### src/rtl/fsm_timed_controller_if.sv
// Command/status bundle for fsm_timed_controller.
//
// Handshake: there is no ready signal. The controller accepts a start only in
// IDLE, or on the last COMPLETE cycle when AUTO_RESTART is set. A start
// presented at any other time is dropped, not queued. len is sampled only on
// the edge where a start is accepted. abort is a level that is honoured only
// while the controller is ACTIVE. The command source watches busy/done to
// decide when it may issue a new start.
//
// Signals:
//   start, len, abort        command source -> controller
//   busy, done, aborted      controller status
//   active_cnt               remaining ACTIVE cycles after the current one
//   dbg_state                encoded FSM state (0 IDLE, 1 ACTIVE, 2 COMPLETE)
interface fsm_timed_controller_if #(
  parameter int CNT_W = 8
);
  logic             start;
  logic [CNT_W-1:0] len;
  logic             abort;
  logic             busy;
  logic             done;
  logic             aborted;
  logic [CNT_W-1:0] active_cnt;
  logic [1:0]       dbg_state;

  modport master (
    output start, len, abort,
    input  busy, done, aborted, active_cnt, dbg_state
  );

  modport slave (
    input  start, len, abort,
    output busy, done, aborted, active_cnt, dbg_state
  );
endinterface

### src/rtl/fsm_timed_controller.sv
// Start/done sequencing controller: IDLE -> ACTIVE -> COMPLETE -> IDLE.
// The ACTIVE length comes from len and is sampled with each accepted start.
// COMPLETE lasts DONE_HOLD cycles. abort cuts ACTIVE short and flags the
// result as aborted. With AUTO_RESTART set, a start on the last COMPLETE
// cycle launches the next op directly, without passing through IDLE.
//
// Ports:
//   clk    rising-edge clock
//   reset  synchronous, active-high; discards any operation in progress
//   bus    fsm_timed_controller_if.slave (start/len/abort in, status out)
//
// All outputs are decoded from registered state, so no input has a
// combinational path to an output.
module fsm_timed_controller #(
  parameter int CNT_W        = 8,
  parameter int DONE_HOLD    = 1,
  parameter int AUTO_RESTART = 0
) (
  input  logic                   clk,
  input  logic                   reset,
  fsm_timed_controller_if.slave  bus
);

  localparam int HOLD_W = $clog2(DONE_HOLD + 1);
  localparam logic [HOLD_W-1:0] HOLD_LOAD = HOLD_W'(DONE_HOLD - 1);
  localparam logic [CNT_W-1:0]  CNT_ONE   = CNT_W'(1);

  typedef enum logic [1:0] {
    S_IDLE     = 2'd0,
    S_ACTIVE   = 2'd1,
    S_COMPLETE = 2'd2
  } state_e;

  state_e            state_q, state_d;
  logic [CNT_W-1:0]  cnt_q, cnt_d;
  logic [HOLD_W-1:0] hold_q, hold_d;
  logic              aborted_q, aborted_d;
  logic              launch;

  // A new op starts from IDLE, or from the last COMPLETE cycle when
  // auto-restart is enabled.
  always_comb begin
    launch = 1'b0;
    if (bus.start) begin
      if (state_q == S_IDLE) begin
        launch = 1'b1;
      end else if (state_q == S_COMPLETE && hold_q == '0 && AUTO_RESTART != 0) begin
        launch = 1'b1;
      end
    end
  end

  always_comb begin
    state_d   = state_q;
    cnt_d     = cnt_q;
    hold_d    = hold_q;
    aborted_d = aborted_q;
    if (launch) begin
      aborted_d = 1'b0;
      if (bus.len != '0) begin
        state_d = S_ACTIVE;
        cnt_d   = bus.len - CNT_ONE;
      end else begin
        // A zero-length op still produces a done pulse.
        state_d = S_COMPLETE;
        cnt_d   = '0;
        hold_d  = HOLD_LOAD;
      end
    end else begin
      case (state_q)
        S_IDLE: begin
          cnt_d     = '0;
          aborted_d = 1'b0;
        end
        S_ACTIVE: begin
          // abort takes priority over reaching the terminal count.
          if (bus.abort) begin
            state_d   = S_COMPLETE;
            cnt_d     = '0;
            hold_d    = HOLD_LOAD;
            aborted_d = 1'b1;
          end else if (cnt_q == '0) begin
            state_d   = S_COMPLETE;
            hold_d    = HOLD_LOAD;
            aborted_d = 1'b0;
          end else begin
            cnt_d = cnt_q - CNT_ONE;
          end
        end
        S_COMPLETE: begin
          if (hold_q != '0) begin
            hold_d = hold_q - HOLD_W'(1);
          end else begin
            state_d   = S_IDLE;
            aborted_d = 1'b0;
          end
        end
        default: begin
          // An illegal encoding recovers to IDLE.
          state_d   = S_IDLE;
          cnt_d     = '0;
          hold_d    = '0;
          aborted_d = 1'b0;
        end
      endcase
    end
  end

  always_ff @(posedge clk) begin
    if (reset) begin
      state_q   <= S_IDLE;
      cnt_q     <= '0;
      hold_q    <= '0;
      aborted_q <= 1'b0;
    end else begin
      state_q   <= state_d;
      cnt_q     <= cnt_d;
      hold_q    <= hold_d;
      aborted_q <= aborted_d;
    end
  end

  assign bus.busy       = (state_q != S_IDLE);
  assign bus.done       = (state_q == S_COMPLETE);
  assign bus.aborted    = (state_q == S_COMPLETE) && aborted_q;
  assign bus.active_cnt = (state_q == S_ACTIVE) ? cnt_q : '0;
  assign bus.dbg_state  = state_q;

endmodule

### src/flat_wrapper.sv
// flat-port wrapper written by rule: the top's interface ports become plain ports
module fsm_timed_controller_flat 
#(
  parameter int CNT_W        = 8,
  parameter int DONE_HOLD    = 1,
  parameter int AUTO_RESTART = 0
)
  (clk, reset, bus_start, bus_len, bus_abort, bus_busy, bus_done, bus_aborted, bus_active_cnt, bus_dbg_state);
  fsm_timed_controller_if #(.CNT_W(CNT_W)) bus_i ();
  input  logic clk;
  input  logic reset;
  input wire logic [$bits(bus_i.start)-1:0] bus_start;
  input wire logic [$bits(bus_i.len)-1:0] bus_len;
  input wire logic [$bits(bus_i.abort)-1:0] bus_abort;
  output wire logic [$bits(bus_i.busy)-1:0] bus_busy;
  output wire logic [$bits(bus_i.done)-1:0] bus_done;
  output wire logic [$bits(bus_i.aborted)-1:0] bus_aborted;
  output wire logic [$bits(bus_i.active_cnt)-1:0] bus_active_cnt;
  output wire logic [$bits(bus_i.dbg_state)-1:0] bus_dbg_state;
  assign bus_i.start = bus_start;
  assign bus_i.len = bus_len;
  assign bus_i.abort = bus_abort;
  assign bus_busy = bus_i.busy;
  assign bus_done = bus_i.done;
  assign bus_aborted = bus_i.aborted;
  assign bus_active_cnt = bus_i.active_cnt;
  assign bus_dbg_state = bus_i.dbg_state;
  fsm_timed_controller #(.CNT_W(CNT_W), .DONE_HOLD(DONE_HOLD), .AUTO_RESTART(AUTO_RESTART)) u_core (.clk(clk), .reset(reset), .bus(bus_i));
endmodule
### config.mk
export PLATFORM = sky130hd
export DESIGN_NAME = fsm_timed_controller_flat
export DESIGN_NICKNAME = d
export VERILOG_FILES = /design/src/rtl/fsm_timed_controller_if.sv /design/src/rtl/fsm_timed_controller.sv /design/src/flat_wrapper.sv
export SDC_FILE = /design/constraint.sdc
export NUM_CORES = 1
export LEC_CHECK = 0
export CAP_MARGIN = 30
export CORE_MARGIN = 1
export CORE_UTILIZATION = 55
export DETAILED_ROUTE_END_ITERATION = 8
export DONT_BUFFER_PORTS = 1
export GPL_TIMING_DRIVEN = 1
export HOLD_SLACK_MARGIN = 0.1
export PLACE_DENSITY_LB_ADDON = 0.05
export SYNTH_ARGS = -nofsm -noshare
export SYNTH_HDL_FRONTEND = slang
export SYNTH_SLANG_ARGS = --single-unit
### constraint.sdc
create_clock -name clk -period 2.3 [get_ports clk]
set_clock_uncertainty 0.05 [all_clocks]
set_input_delay 0.345 -clock clk [delete_from_list [all_inputs] [get_ports clk]]
set_output_delay 0.345 -clock clk [all_outputs]
set_load 0.05 [all_outputs]
==> results.txt <==
----------------------------------------------------
[Clock tree]
  Deepest level of the CTS H-tree ... 1
  CTS Sinks ... 11
  CTS tree ... done
  Number of buffers on the longest clock path ... 2
  CTS root buf ... sky130_fd_sc_hd__clkbuf_4
  Reg clk slew, reported paths ... 0.07 ns
  Clock insertion delay at the later pin of the skew report ... 0.27 ns
  Clock buffers created by TritonCTS ... 3

[Finish]
  Most common cell after layout, fill and taps aside ... sky130_fd_sc_hd__a21oi_1
  Area taken by flip-flops and latches ... 220 um^2
  Leading cell types in the layout, fill and taps excluded ... 13 x sky130_fd_sc_hd__a21oi_1, 12 x sky130_fd_sc_hd__o21ai_0, 12 x sky130_fd_sc_hd__buf_4
  Total number of nets in the final design ... 151
  Layout Area Growth over Synthesis ... 18.1%
  Number of inserted diodes ... 0
  Area of the multi-input gates ... 612 um^2
  Layout fillers ... 136
  Filler-free cell count of the finished design ... 150
  Post-route cell area ... 1030 um^2
  Ratio of cells with drive above 1 in the final layout ... 0.172

[Synth]
  Area share of the leading cell type in the synthesized netlist ... 0.252
  Top cells by area, synth ... sky130_fd_sc_hd__dfxtp_1 25%, sky130_fd_sc_hd__a21oi_1 7.4%, sky130_fd_sc_hd__o21ai_0 6.9%
  Unique masters post-synth ... 33
  Count of synthesis-stage warnings from yosys ... 0
  Mapped Avg Cell Area ... 7.28 um^2
  Synthesized instance count ... 120
  Number of nets in the synthesized netlist ... 136
  Post-Synthesis Cell Area ... 873 um^2
  Flip-flop and latch count after synthesis ... 11
  Share of the yosys chip area belonging to registers ... 0.252
  Top cell type by total area after synthesis ... sky130_fd_sc_hd__dfxtp_1

[STA]
  Max Fclk ... 525 MHz
  Post-route clock period utilization ... 0.829
  # setup viols final ... 0
  Final total negative setup slack ... 0 ns
  Worst slew margin relative to its limit ... 0.684
  Least-Margin Pin Slew ... 0.474 ns
  Final period demand of the worst path ... 1.91 ns
  Setup repair after global routing missed its margin ... no
  Count of endpoints failing hold in the final timing report ... 0
  Max-slew violation count ... 0

[Worst hold path]
  Destination of the worst hold path ... u_core.bus.dbg_state[1]
  Kind of path behind the tightest hold check ... in2reg
  Min-delay src ... reset
  Number of cells on the worst hold path ... 2

[Worst setup path]
  Crit Reg-Reg Startpoint ... u_core.cnt_q[3]
  Internal reg-to-reg setup slack ... 0.39 ns
  Startpoint kind of the worst setup timing path ... register
  Capturing point of the worst reg2reg path ... u_core.cnt_q[2]
  WP data required ... 2.40 ns
  CP Capture Type ... register
  Data arrival time of the critical path ... 2.00 ns
  Maximum fanout along the worst path ... 8
  R2R depth ... 5
  Category of the critical setup timing path ... reg2reg

[Floorplanning]
  Die H ... 41.9 um
  Die area ... 1750 um^2
  Placement Rows ... 14
  Starting Density ... 0.587
  Die Span X ... 41.9 um
  Core box area ... 1490 um^2
  Number of top-level design ports ... 25

[Power]
  Peak supply drop ... 0.318 mV
  PD cells ... 593 nW/um^2
  Lkg Pwr ... 0.408 nW

[Routing]
  DR DRC count ... 0
  Vias per cell ... 6.45
  Count of TritonRoute iterations in the first routing pass ... 4
  Post-DRT Antenna Nets ... 0
  DRC marker count from the first detailed-route iteration ... 47
  Total Wirelength ... 2210 um
  Via count ... 967
  Average wire per standard cell ... 14.7 um

[GRT]
  Vias in the first global route ... 861
  Global-route wire length before repair ... 3710 um
  All-Layer GR Usage ... 0.272
  Antenna violations before repair ... 0
  Largest net degree at the start of global routing ... 11
  Total gr overflow ... 0

[Place]
  Final weighted congestion of routability-driven global placement ... 0.819
  Count of input and output buffers ... 0
  Area post-placement ... 985 um^2
  Post-Place Cells ... 144
  Half-perimeter wire length after placement ... 1650 um

[Job]
  Count of max-cap constraint violations ... 0

[Status]
  Outcome ... complete, no violations

----------------------------------------------------
-- timing repair --
action                                 4_1_cts  5_1_grt
gates resized for setup                      0        0
endpoints found under the hold margin        9        1
hold buffers                                 1        1
buffers inserted                             0        0
-- through the flow --
stage | util | power, mW | setup WS (ns) | hold slack (ns)
after floorplan | - | 0.419 | 0.136 | 0.416
after global placement | 0.661 | 0.467 | 0.375 | 0.367
after detailed placement | 0.661 | 0.470 | 0.291 | 0.368
after CTS | 0.686 | 0.605 | 0.396 | 0.101
after global routing | 0.692 | 0.648 | 0.222 | 0.182
final | 0.692 | 0.611 | 0.393 | 0.186
-- report_power, final --
part / internal [mW] / total [mW] / switching, mW
clock network: 0.0672 / 0.133 / 0.0661
logic: 0.0871 / 0.246 / 0.159
registers: 0.210 / 0.232 / 0.0225
-- worst max-delay path, stage by stage (launching register included) --
cell,delay (ns)
sky130_fd_sc_hd__dfxtp_1,0.37
sky130_fd_sc_hd__nor4_1,0.39
sky130_fd_sc_hd__nand3_1,0.37
sky130_fd_sc_hd__o21a_1,0.36
sky130_fd_sc_hd__a22oi_1,0.19
sky130_fd_sc_hd__nor2_1,0.05
-- cells in the mapped netlist, drive strengths merged --
library cell   n
o31ai          1
o21bai         2
nand3b         1
xnor2          3
or2            2
nor3b          4
or3b           2
and3           1
a22oi          1
nand2          3
a21oi         13
nor3           5
or3            1
and2           9
nor2          10
nor2b          2
nand2b         5
nor4           1
dfxtp         11
o22ai          3
a31oi          2
inv            6
o21ai         14
ha             4
or4            4
or4b           1
clkbuf         5
nand3          1
a211oi         2
o21a           1
-- sequential cells by signal (all words and copies together) (netlist names) --
| name | count |
|---|---|
| u_core.bus.dbg_state | 2 |
| u_core.cnt_q | 8 |
| u_core.aborted_q | 1 |
-- cells by family (layout without fill, tap and decap cells) --
logic type,after synthesis,count (layout),share of synthesized area
fa+ha+maj,4,4,0.0573
buf+inv,11,25,0.0473
simple gates,52,52,0.358
compound gates,39,39,0.255
xor+xnor,3,3,0.0301
flops,11,11,0.252
-- layout make-up --
class                           instances  area share
Tap cell                               16      0.0194
Sequential cell                        11       0.214
Timing Repair Buffer                   15       0.126
Multi-Input combinational cell         98       0.593
Clock buffer                            4      0.0255
Inverter                                6      0.0218
-- routing by layer --
layer	wire length (um)	track usage
met4	34	0.0968
met5	0	0
met1	906	0.317
met3	164	0.0478
met2	1110	0.491
-- how the worst max path moves through the flow --
stage                                 start                 to  slack (ns)
floorplan           u_core.bus.dbg_state[1]        bus_aborted        0.14
global placement                 bus_len[0]    u_core.cnt_q[2]        0.37
detailed placement               bus_len[0]    u_core.cnt_q[2]        0.29
CTS                 u_core.bus.dbg_state[0]  bus_active_cnt[1]        0.40
global route                u_core.cnt_q[3]    u_core.cnt_q[2]        0.22
finish                      u_core.cnt_q[3]    u_core.cnt_q[2]        0.39
No activity file was read; power rests on OpenSTA's default activity.
